**config.mk**
```make
export PLATFORM = sky130hd
export DESIGN_NAME = vga_sync_decoder
export DESIGN_NICKNAME = d
export VERILOG_FILES = /design/src/rtl/vga_sync_decoder.sv
export SDC_FILE = /design/constraint.sdc
export NUM_CORES = 1
export LEC_CHECK = 0
export CAP_MARGIN = 20
export CORE_ASPECT_RATIO = 2
export CORE_UTILIZATION = 43
export CTS_CLUSTER_SIZE = 12
export DETAILED_ROUTE_END_ITERATION = 8
export PLACE_DENSITY = 0.79
export REMOVE_ABC_BUFFERS = 1
export SYNTH_ARGS = -nofsm -noshare
export SYNTH_HDL_FRONTEND = slang
export SYNTH_SLANG_ARGS = --single-unit
```
**constraint.sdc**
```tcl
create_clock -name clk -period 4.3 [get_ports clk]
set_clock_uncertainty 0.05 [all_clocks]
set_input_delay 0.43 -clock clk [delete_from_list [all_inputs] [get_ports clk]]
set_output_delay 0.43 -clock clk [all_outputs]
set_load 0.01 [all_outputs]
```
**src/rtl/vga_sync_decoder.sv**
```systemverilog
// -----------------------------------------------------------------------------
// vga_sync_decoder
// Receive-side decoder for a VGA-style hsync/vsync/rrggbb stream. Measures line
// and frame timing, locks when the timing matches the parameters, and then
// recovers active-window pixel coordinates. It also captures the colour at a
// programmable probe coordinate.
//
// Ports
//   clk          pixel clock, same domain as the video source
//   reset        asynchronous, active-high reset
//   hsync/vsync  sync inputs, active level SYNC_POL
//   rrggbb       pixel colour
//   probe_x/y    probe coordinate inside the active window
//   x/y          active column/row, 0 when active=0
//   active       locked and inside the active window
//   frame_start  one-cycle pulse per vsync leading edge
//   line_len     last measured line length in clocks (1023 = overflow)
//   frame_lines  last measured frame length in lines
//   locked       timing matches the parameters
//   probe_data   colour captured at (probe_x, probe_y)
//   probe_stb    one-cycle pulse when probe_data updates
// -----------------------------------------------------------------------------
module vga_sync_decoder #(
  parameter int H_TOTAL  = 800,
  parameter int V_TOTAL  = 525,
  parameter int H_START  = 144,
  parameter int V_START  = 35,
  parameter int H_ACTIVE = 640,
  parameter int V_ACTIVE = 480,
  parameter int LOCK_FRM = 2,
  parameter int SYNC_POL = 0
) (
  input  logic       clk,
  input  logic       reset,
  input  logic       hsync,
  input  logic       vsync,
  input  logic [5:0] rrggbb,
  input  logic [9:0] probe_x,
  input  logic [9:0] probe_y,
  output logic [9:0] x,
  output logic [9:0] y,
  output logic       active,
  output logic       frame_start,
  output logic [9:0] line_len,
  output logic [9:0] frame_lines,
  output logic       locked,
  output logic [5:0] probe_data,
  output logic       probe_stb
);

  localparam logic       ACT    = SYNC_POL[0];
  localparam logic [9:0] CMAX   = 10'h3FF;
  localparam logic [9:0] H_TOT  = 10'(H_TOTAL);
  localparam logic [9:0] V_TOT  = 10'(V_TOTAL);
  localparam logic [9:0] H_ST   = 10'(H_START);
  localparam logic [9:0] V_ST   = 10'(V_START);
  localparam logic [10:0] H_END = 11'(H_START + H_ACTIVE);
  localparam logic [10:0] V_END = 11'(V_START + V_ACTIVE);
  localparam int         CW     = (LOCK_FRM < 2) ? 1 : $clog2(LOCK_FRM + 1);
  localparam logic [CW-1:0] LOCK_N = CW'(LOCK_FRM);

  typedef enum logic [1:0] {HUNT, CHECK, LOCKED} state_t;

  state_t        state_q, state_d;
  logic [CW-1:0] good_cnt, cnt_d, cnt_inc;

  logic       hs_r, vs_r, hs_p, vs_p;
  logic [5:0] rgb_r;
  logic [9:0] hcnt, vcnt;
  logic       ovf_h, ovf_v, frame_bad, probe_done;

  // Input register stage. Sync copies reset to the inactive level so that
  // leaving reset never fakes a leading edge.
  // NOTE: sequential state uses non-blocking assignments so every register
  // samples the pre-edge values of the others.
  always_ff @(posedge clk or posedge reset) begin
    if (reset) begin
      hs_r  <= ~ACT;
      vs_r  <= ~ACT;
      hs_p  <= ~ACT;
      vs_p  <= ~ACT;
      rgb_r <= '0;
    end else begin
      hs_r  <= hsync;
      vs_r  <= vsync;
      hs_p  <= hs_r;
      vs_p  <= vs_r;
      rgb_r <= rrggbb;
    end
  end

  logic       hedge, vedge;
  logic [9:0] hcnt_sat, vcnt_sat, vcnt_step, hpos, vpos, xpos, ypos;
  logic       good_line, bad_line, good_frm, ovf_v_now, in_win, hit;

  assign hedge = (hs_r == ACT) && (hs_p != ACT);
  assign vedge = (vs_r == ACT) && (vs_p != ACT);

  // hcnt lags the sample in rgb_r by one clock, so the saturating increment is
  // both the length of the line just ended and the column of rgb_r.
  assign hcnt_sat  = (hcnt == CMAX) ? hcnt : hcnt + 10'd1;
  assign vcnt_sat  = (vcnt == CMAX) ? vcnt : vcnt + 10'd1;
  assign vcnt_step = hedge ? vcnt_sat : vcnt;
  assign hpos      = hedge ? 10'd0 : hcnt_sat;
  // Coincident edges: the hsync edge closes the last line of the old frame,
  // then vsync restarts the count at 0 for the new frame.
  assign vpos      = vedge ? 10'd0 : vcnt_step;

  assign good_line = (hcnt_sat == H_TOT) && !ovf_h;
  assign bad_line  = hedge && !good_line;
  assign ovf_v_now = ovf_v || (hedge && (vcnt == CMAX));
  assign good_frm  = !frame_bad && !bad_line && (vcnt_step == V_TOT) && !ovf_v_now;

  always_ff @(posedge clk or posedge reset) begin
    if (reset) begin
      hcnt        <= '0;
      vcnt        <= '0;
      ovf_h       <= 1'b0;
      ovf_v       <= 1'b0;
      frame_bad   <= 1'b0;
      line_len    <= '0;
      frame_lines <= '0;
      frame_start <= 1'b0;
    end else begin
      hcnt        <= hpos;
      vcnt        <= vpos;
      ovf_h       <= !hedge && (ovf_h || (hcnt == CMAX));
      ovf_v       <= !vedge && ovf_v_now;
      frame_bad   <= !vedge && (frame_bad || bad_line);
      frame_start <= vedge;
      // 1024 does not fit in 10 bits; an overflowed line reads as 1023.
      if (hedge) line_len <= hcnt_sat;
      if (vedge) frame_lines <= vcnt_step;
    end
  end

  // Lock FSM: state register.
  always_ff @(posedge clk or posedge reset) begin
    if (reset) begin
      state_q  <= HUNT;
      good_cnt <= '0;
    end else begin
      state_q  <= state_d;
      good_cnt <= cnt_d;
    end
  end

  assign cnt_inc = good_cnt + 1'b1;

  // Lock FSM: next state.
  // NOTE: every variable gets a default before the case so no path can leave
  // it unassigned and infer a latch.
  always_comb begin
    state_d = state_q;
    cnt_d   = good_cnt;
    unique case (state_q)
      HUNT: begin
        if (vedge) begin
          state_d = CHECK;
          cnt_d   = '0;
        end
      end
      CHECK: begin
        if (vedge) begin
          if (good_frm) begin
            cnt_d = cnt_inc;
            if (cnt_inc == LOCK_N) state_d = LOCKED;
          end else begin
            cnt_d = '0;
          end
        end
      end
      LOCKED: begin
        if (bad_line || (vedge && !good_frm) || ovf_h) state_d = HUNT;
      end
      default: state_d = HUNT;
    endcase
  end

  // Lock FSM: outputs.
  always_comb begin
    locked = (state_q == LOCKED);
  end

  // Coordinates of the sample in rgb_r; outputs register one clock later.
  assign xpos   = hpos - H_ST;
  assign ypos   = vpos - V_ST;
  assign in_win = locked &&
                  ({1'b0, hpos} >= {1'b0, H_ST}) && ({1'b0, hpos} < H_END) &&
                  ({1'b0, vpos} >= {1'b0, V_ST}) && ({1'b0, vpos} < V_END);
  assign hit    = in_win && (xpos == probe_x) && (ypos == probe_y) && !probe_done;

  always_ff @(posedge clk or posedge reset) begin
    if (reset) begin
      active     <= 1'b0;
      x          <= '0;
      y          <= '0;
      probe_data <= '0;
      probe_stb  <= 1'b0;
      probe_done <= 1'b0;
    end else begin
      active     <= in_win;
      x          <= in_win ? xpos : 10'd0;
      y          <= in_win ? ypos : 10'd0;
      probe_stb  <= hit;
      probe_done <= hit || (probe_done && !vedge);
      if (hit) probe_data <= rgb_r;
    end
  end

endmodule

```
After elaboration in Yosys (flattened, before gate mapping)

Cells that the tools add are included.
Widths: inputs -> output; s select.

Eq/ne operators: 14
Bitwise gates (word level): 2
Magnitude comparators: 4
Add/subtract/negate cells: 5
Multiplexer cells: 17
Reductions and logical operators: 39

Operators with widths:

| cell                  | count |
|---|---|
| $mux 10               | 7 |
| $eq 10x10->1 const B  | 4 |
| $add 10x1->10 const B | 2 |
| $eq 10x10->1          | 2 |
| $logic_and 1x1->1     | 20 |
| $lt 10x10->1 const B  | 2 |
| $mux 2                | 8 |
| $ge 10x6->1 const B   | 1 |
| $ge 10x8->1 const B   | 1 |
| $sub 10x6->10 const B | 1 |
| $sub 10x8->10 const B | 1 |
| $logic_not 1->1       | 9 |
| $ne 2x2->1 const B    | 4 |
| $logic_or 1x1->1      | 6 |
| $pmux 2 s3            | 1 |
| $reduce_and 5->1      | 1 |
| $eq 2x2->1 const B    | 2 |
| $pmux 2 s2            | 1 |
| $reduce_and 3->1      | 1 |
| $add 2x1->2 const B   | 1 |
| $eq 2x1->1 const B    | 1 |
| $logic_not 2->1       | 1 |
| $ne 2x1->1 const B    | 1 |
| $not 1->1             | 2 |
| $reduce_bool 2->1     | 1 |

Bits of input ports: 30
Output and inout port bits: 50
Word-level logic and storage cells: 102
Register bits after elaboration: 87

Depth between registers and ports, before layout

Gate-level depths: netlist of run 1.

Depth after elaboration: 16
Mapped depth: 18
Mapped depth without buffers: 15

Least setup slack after synthesis of run 1

OpenSTA, ideal clock, no wires.

Kind: flip-flop to flip-flop
Start: register vs_p
End: register probe_data[0]
Setup time: 0.125 ns
Required time: 4.125 ns
Clock period less this slack: 4.442 ns
Path buffers: 4
Path slack: -0.142 ns
Stages on the path, launching flop included: 18
Arrival time: 4.267 ns
Cell sequence: dfstp_2 > nand2b_1 > clkbuf_1 > inv_1 > clkbuf_1 > clkbuf_1 > nor2_1 > ha_1 > xor2_1 > a2111oi_0 > nand3_1 > or4_1 > a211oi_1 > nand4b_1 > or4_1 > a2111o_1 > buf_6 > mux2_4

Cells in the longest elaborated chain, start to end: 8
Elaborated cells between the ends (all ways): 11
Those cells by class: add/sub: 1; order compare: 2; eq/ne: 1; mux: 1; reduce/logical: 6

RTL lines:

| item                                                  | line | RTL |
|---|---|---|
| start, declared                                       | 67   | `logic hs_r, vs_r, hs_p, vs_p;` |
| start signal, assigned                                | 81   | `vs_p <= ~ACT;` |
| start signal, assigned                                | 87   | `vs_p <= vs_r;` |
| $logic_and 1x1->1 *                                   | 97   | `assign vedge = (vs_r == ACT) && (vs_p != ACT);` |
| net vedge                                             | 92   | `logic hedge, vedge;` |
| $mux 10 *                                             | 107  | `assign vpos = vedge ? 10'd0 : vcnt_step;` |
| net vpos[1]                                           | 93   | `logic [9:0] hcnt_sat, vcnt_sat, vcnt_step, hpos, vpos, xpos, ypos;` |
| branches (longest 4 deep; another with $sub 10x6->10) | -    |  |
| $logic_and 1x1->1 * (2 in series)                     | 191  | `assign hit = in_win && (xpos == probe_x) && (ypos == probe_y) && !probe_done;` |
| end signal, assigned                                  | 207  | `if (hit) probe_data <= rgb_r;` |
| end, declared                                         | 47   | `output logic [5:0] probe_data,` |

Mark *: on every way through the listed nets, which the timed path passes.
A chain may end at the register's enable or synchronous reset.

Worst setup path after layout of run 1

Start: register vcnt[0]
End: register probe_data[0]

Cells in the longest elaborated chain, start to end: 10
Elaborated cells between the ends (all ways): 14
Those cells by class: add/sub: 2; order compare: 2; eq/ne: 2; mux: 3; reduce/logical: 5

RTL lines:

| item                                                  | line | RTL |
|---|---|---|
| start, declared                                       | 69   | `logic [9:0] hcnt, vcnt;` |
| start signal, assigned                                | 126  | `vcnt <= vpos;` |
| $add 10x1->10 / $eq 10x10->1 (equally long branches)  | 102  | `assign vcnt_sat = (vcnt == CMAX) ? vcnt : vcnt + 10'd1;` |
| $mux 10 *                                             | 102  |  |
| $mux 10 *                                             | 103  | `assign vcnt_step = hedge ? vcnt_sat : vcnt;` |
| $mux 10 *                                             | 107  |  |
| net vpos[1]                                           | 93   |  |
| branches (longest 4 deep; another with $sub 10x6->10) | -    |  |
| $logic_and 1x1->1 * (2 in series)                     | 191  |  |

Marks and branches as above.

==> key figures, run 1 <==
Outcome
  • Status: finished, violations left
  • Failing checks: setup timing

Synthesis
  • Synth Area in Adders: 0.0166
  • Yosys warning count: 0
  • Post-Synth XOR/XNOR Area: 0.0580
  • Mapped Area: 4530 um^2
  • Multiplexer share of the synthesized area: 0.0437
  • Sequential share of the synthesized area: 0.482
  • Area share of and/or/nand/nor cells after synthesis: 0.216
  • Cell count after synthesis: 465
  • Yosys cell types: 65
  • FF+latch count, synth: 87
  • Post-synth EDFFs: 0
  • Syn Area/Cell: 9.74 um^2
  • Async S/R FF share, synth: 1.00
  • Synth Area in Compound Gates: 0.137
  • Main synth FF type: dfrtp_1
  • Largest family of logic cells by synthesized area: simple AND/OR/NAND/NOR gates

Placed design
  • GPL Wtd Cong: 0.986
  • Input/output buffers: 79
  • DPL Wire Length: 10800 um
  • Dpl cell area: 5810 um^2

Floorplan
  • Initial core utilization: 0.446
  • Die span in y: 147 um
  • DIE AREA: 11000 um^2
  • Core area: 10100 um^2
  • FP Rows: 52
  • I/O Pins: 80
  • Die Wd: 74.6 um

Setup path
  • R2r setup slk: -110 ps
  • Ordered list of cells on the worst path: ha_2, and3_4, a31oi_4, mux2i_2, nor2_1, ha_1, xor2_1, a2111oi_2, nand3_1, or4_4, a211oi_2, nand4b_1, or4_1, a2111o_2, mux2_4
  • Start point of the critical path: vcnt[0]
  • Worst setup endpoint: probe_data[0]
  • Required @ worst endpoint: 4490 ps
  • Reg2reg path depth: 15
  • Slowest stage delay, CP: 500 ps
  • Critical Path Fanout Max: 7
  • Worst R2R Start: vcnt[0]
  • Worst R2R End: probe_data[0]
  • Startpoint types: register
  • CP arrival: 4600 ps
  • Setup CP Type: reg -> reg
  • Crit-path slowest cell: or4_4
  • Critical path endpoint category: register

GRT
  • Largest net degree at the start of global routing: 54
  • Vias in the first global route: 4378
  • Global-route wire length before repair: 22300 um
  • Total Routing Usage GR: 0.281
  • GR Overflow Total: 0
  • Initial antenna violation count: 0

Finish
  • Fillers: 875
  • Area of the multi-input gates: 2170 um^2
  • Final core occ: 0.607
  • Area growth from synthesis to layout: 36.2%
  • FF+latch area: 2180 um^2
  • # diodes: 0
  • # nets final: 629
  • Design area: 6160 um^2
  • Commonest cells after routing, fill and taps aside: dfrtp_1 (83), clkdlybuf4s50_1 (79), buf_4 (68), nor2_1 (45), nand2_1 (40)
  • Layout cells sized above 1: 0.199
  • Commonest non-fill, non-tap cell in the layout: dfrtp_1

STA
  • Post-route minimum period: 4410 ps
  • TNS Setup: -660 ps
  • Worst slew pin tran: 696 ps
  • Fin. max-slew vios: 0
  • Setup violations, final: 6
  • Fin. Hold Viols: 0
  • Slew margin rel.: 0.536
  • Worst setup margin: -112 ps
  • Final critical-path share of the clock period: 1.03
  • Peak Freq: 0.227 GHz
  • RSZ-0062 raised after global routing: true

Routing
  • Drt total wl: 14400 um
  • Avg WL per Cell: 19.6 um
  • Starting DRT DRC Count: 407
  • DR DRC count: 0
  • First-pass iteration count of the detailed router: 5
  • ANT nets after route: 0
  • Post-DR vias/cell: 5.72
  • Routed via count: 4192

CTS
  • Max H-tree Level: 3
  • CTS tree: done
  • Clk Latency, worst-skew pair: 350 ps
  • CTS root buffer: clkbuf_16
  • CTS max path bufs: 2
  • Sink Count: 87
  • Clock Pin Slew Worst Setup and Hold Paths: 70 ps
  • CTS Buf Count: 9

Power
  • Leak: 2.76 nW
  • PD cells: 349 nW/um^2
  • Total power: 2.15 mW
  • Max IR drop VDD: 318 uV

Hold path
  • Worst hold path type: reg -> reg

Job
  • MaxCap Viol Count: 0
-- where the power goes --
group          internal (mW)  switching [mW]  leakage, nW
registers              0.865          0.0312         1.17
logic                  0.242           0.267         1.46
clock network          0.398           0.347        0.134
total                   1.51           0.645         2.76
-- worst max-delay path, delay by kind of cell (launching register included) --
family / cells / cell delay (ps)
DFF: 1 / 390
adders and majority gates: 2 / 550
and+or+nand+nor: 6 / 1410
muxes: 2 / 630
AOI/OAI and AO/OA: 4 / 1080
xor gates and xnor gates: 1 / 190
-- layer usage --
layer / wire [um] / vias up / track usage / share of wire
met4: 1180 / 0 / 0.218 / 0.082
met1: 4780 / 2058 / 0.281 / 0.33
met3: 529 / 75 / 0.0473 / 0.037
met2: 7880 / 161 / 0.491 / 0.55
met5: 0 / - / 0 / 0
li1: - / 1898 / - / -
-- logic make-up after synthesis --
group,Yosys count
simple gates,184
mux,16
fa+ha+maj,6
flops,87
xor+xnor,30
compound gates,97
buf+inv,45
-- synthesized netlist by cell type, types with 4 or more instances --
| cell | count | area share |
|---|---|---|
| nand2_1 | 40 | 0.033 |
| dfrtp_1 | 83 | 0.46 |
| buf_2 | 8 | 0.0088 |
| mux2_4 | 7 | 0.023 |
| o21ai_0 | 32 | 0.035 |
| and4_1 | 6 | 0.012 |
| nand2b_1 | 8 | 0.011 |
| nor3_1 | 13 | 0.014 |
| o21a_1 | 5 | 0.0083 |
| nand3_1 | 14 | 0.015 |
| ha_1 | 6 | 0.017 |
| nor2_1 | 46 | 0.038 |
| a211oi_1 | 4 | 0.0066 |
| nand4_1 | 12 | 0.017 |
| nor2b_1 | 5 | 0.0069 |
| buf_6 | 4 | 0.0099 |
| xor2_1 | 14 | 0.027 |
| xnor2_1 | 16 | 0.031 |
| a21oi_1 | 17 | 0.019 |
| o31ai_1 | 5 | 0.0083 |
| nor3b_1 | 4 | 0.0066 |
| a31oi_1 | 6 | 0.0083 |
| o211ai_1 | 4 | 0.0066 |
| mux2i_1 | 7 | 0.015 |
| or2_2 | 4 | 0.0055 |
| clkbuf_1 | 16 | 0.013 |
| inv_1 | 13 | 0.011 |
| and3_1 | 5 | 0.0069 |
| or4_1 | 4 | 0.0066 |
| and2_1 | 4 | 0.0055 |
| dfstp_2 | 4 | 0.023 |
-- state kept, by name (all words and copies together) (netlist names) --
register     count
hs_p             1
y               10
x               10
vs_r             1
vs_p             1
ovf_v            1
vcnt            10
good_cnt         2
hs_r             1
frame_start      1
probe_data       6
frame_bad        1
frame_lines     10
hcnt            10
probe_done       1
state_q          2
active           1
probe_stb        1
line_len        10
rgb_r            6
ovf_h            1
-- layout make-up --
type / instances / share of cell area
sequential: 87 / 0.354
inverter: 15 / 0.00934
timing repair buffer: 147 / 0.211
tap: 135 / 0.0274
multi-input combinational: 333 / 0.352
clock inverter: 7 / 0.00934
clock buffer: 9 / 0.0365
-- through the flow --
step,worst slack [ps],hold WS (ps),std cells
2_1_floorplan,-417,301,435
3_3_place_gp,-226,305,713
3_5_place_dp,-359,307,713
4_1_cts,-65.5,316,731
5_1_grt,-228,323,733
6_report,-112,315,733
-- repair_timing --
item,4_1_cts,5_1_grt
pin swaps,5,0
buffers inserted,2,2
hold buffers,0,0
cloned,0,0
resized for setup,5,5
setup endpoints to repair,7,7
-- how the worst min path moves through the flow --
stage,from,end,depth (start not counted)
after global placement,vs_r,vs_p,0
after global routing,vs_r,vs_p,0
final,vs_r,vs_p,0
after floorplan,vs_r,vs_p,0
after CTS,vs_r,vs_p,0
after detailed placement,vs_r,vs_p,0
Power figures use the tool's default switching activity.
==> run 2: changes to the inputs <==
--- a/config.mk
+++ b/config.mk
@@ -10,7 +10,8 @@
 export CORE_UTILIZATION = 43
 export CTS_CLUSTER_SIZE = 12
 export DETAILED_ROUTE_END_ITERATION = 8
-export PLACE_DENSITY = 0.79
+export GPL_TIMING_DRIVEN = 0
+export PLACE_DENSITY = 0.76
 export REMOVE_ABC_BUFFERS = 1
 export SYNTH_ARGS = -nofsm -noshare
 export SYNTH_HDL_FRONTEND = slang
==> constraint.sdc (replaced) <==
create_clock -name clk -period 4.6 [get_ports clk]
set_clock_uncertainty 0.05 [all_clocks]
set_input_delay 0.46 -clock clk [delete_from_list [all_inputs] [get_ports clk]]
set_output_delay 0.46 -clock clk [all_outputs]
set_load 0.01 [all_outputs]
==> run 2 against run 1 <==
Sequential power decreased by 4.4%. Clock power shrank 5.5%. The run now ends clean. Critical path type unchanged. Die area is the same. Largest cell class is now multi-input gates.
==> key figures, run 2 (synthesized netlist as in run 1, its figures left out) <==
STA
  • Final critical-path share of the clock period: 0.969
  • Fin. max-slew vios: 0
  • Setup violations, final: 0
  • Peak Freq: 0.224 GHz
  • Fin. Hold Viols: 0
  • RSZ-0062 raised after global routing: false
  • Slew margin rel.: 0.448
  • Worst slew pin tran: 804 ps
  • Post-route minimum period: 4460 ps

CTS
  • Sink Count: 87
  • CTS max path bufs: 2
  • CTS root buffer: clkbuf_16
  • CTS Buf Count: 9
  • Clk Latency, worst-skew pair: 350 ps
  • Max H-tree Level: 3
  • Clock Pin Slew Worst Setup and Hold Paths: 70 ps
  • CTS tree: done

Floorplan
  • Initial core utilization: 0.446
  • Die span in y: 147 um
  • Core area: 10100 um^2
  • DIE AREA: 11000 um^2
  • Die Wd: 74.6 um
  • I/O Pins: 80
  • FP Rows: 52

Outcome
  • Status: finished, final reports clean

Power
  • Max IR drop VDD: 216 uV
  • Leak: 2.62 nW
  • PD cells: 334 nW/um^2

Finish
  • FF+latch area: 2200 um^2
  • Layout cells sized above 1: 0.194
  • Commonest cells after routing, fill and taps aside: clkdlybuf4s50_1 (79), dfrtp_1 (71), nor2_1 (44), nand2_1 (39), o21ai_0 (32)
  • # nets final: 594
  • Design area: 6090 um^2
  • Commonest non-fill, non-tap cell in the layout: clkdlybuf4s50_1
  • Area growth from synthesis to layout: 34.5%
  • # diodes: 0
  • Fillers: 887
  • Area of the multi-input gates: 2270 um^2
  • Post-Layout Cell Count: 698

Setup path
  • Startpoint types: register
  • Required @ worst endpoint: 4780 ps
  • CP arrival: 4640 ps
  • Slowest stage delay, CP: 540 ps
  • Setup CP Type: reg -> reg
  • Reg2reg path depth: 15
  • Critical path endpoint category: register
  • Critical Path Fanout Max: 7
  • Crit-path slowest cell: a2111o_2
  • Ordered list of cells on the worst path: ha_2, and3_4, a31oi_4, mux2i_2, nor2_2, ha_4, xor2_1, a2111oi_2, nand3_1, or4_4, a211oi_2, nand4b_1, or4_1, a2111o_2, mux2_4

Routing
  • Drt total wl: 12700 um
  • Wire length on met1: 4340 um
  • DR DRC count: 0
  • Post-DR vias/cell: 5.62
  • Avg WL per Cell: 18.2 um
  • ANT nets after route: 0
  • DR WL met3: 504 um
  • Routed via count: 3923
  • WL met2: 7150 um
  • Starting DRT DRC Count: 346
  • DR top layer: met4
  • First-pass iteration count of the detailed router: 4

GRT
  • Total Routing Usage GR: 0.246
  • Largest net degree at the start of global routing: 50
  • Initial antenna violation count: 0
  • Vias in the first global route: 3925
  • GR Overflow Total: 0
  • Global-route wire length before repair: 19900 um

Placed design
  • Cells after DPL: 653
  • Input/output buffers: 79
  • GPL Wtd Cong: 0.892
  • Dpl cell area: 5410 um^2
  • DPL Wire Length: 9130 um

Hold path
  • Worst hold path type: reg -> reg
  • WHS Path Cells: 0

Job
  • MaxCap Viol Count: 0
run 2: final timing paths:
kind,endpoint,startpoint,slack [ps]
setup reg to reg,probe_data[0],vcnt[0],140
min in group asynchronous,probe_data[0],reset,450
max in group asynchronous,hs_r,reset,3370
hold / removal,vs_p,vs_r,320
setup / recovery,probe_data[0],vcnt[0],140
hold reg to reg,vs_p,vs_r,320
run 2: area by class of cell:
type	instances	area share
multi-input cells	333	0.374
clock inverters	7	0.0109
flip-flops and latches	87	0.361
repair buffers	111	0.179
inverters	15	0.0103
well taps	135	0.0277
clock buffers	9	0.0370
repair inverters	1	0.000822
run 2: what timing repair did:
item	in CTS	in global routing
setup endpoints to repair	8	7
hold buffers	0	0
gates resized for setup	19	23
pin swaps	4	9
gates cloned	1	0
setup buffers	7	21
run 2: metal layers:
metal / vias up / GRT usage
met5: - / 0
met4: 0 / 0.147
met3: 51 / 0.0418
met2: 143 / 0.432
met1: 1895 / 0.264
li1: 1834 / -
run 2: per-stage QoR:
step                      utilization  TNS [ps]  hold WS (ps)  worst slack [ps]  total power [mW]
final                           0.600         0           317               145              2.03
after global placement          0.525    -20950           305             -1320              1.20
after detailed placement        0.533     -9520           308             -1330              1.22
after global routing            0.600         0           329              33.2              2.12
after floorplan                     -      -703           301              -117              1.06
after CTS                       0.573         0           320              21.4              1.96
run 2: where the power goes:
group / switching, mW / internal [mW]
Sequential: 0.0460 / 0.811
Combinational: 0.235 / 0.235
Clock: 0.328 / 0.376
run 2: critical path: cells and delay by family, from the launching register on:
kind	cells	cell delay, ps
mux	2	620
fa+ha+maj	2	440
xor+xnor	1	170
compound gates	4	1210
simple gates	6	1440
flops	1	410
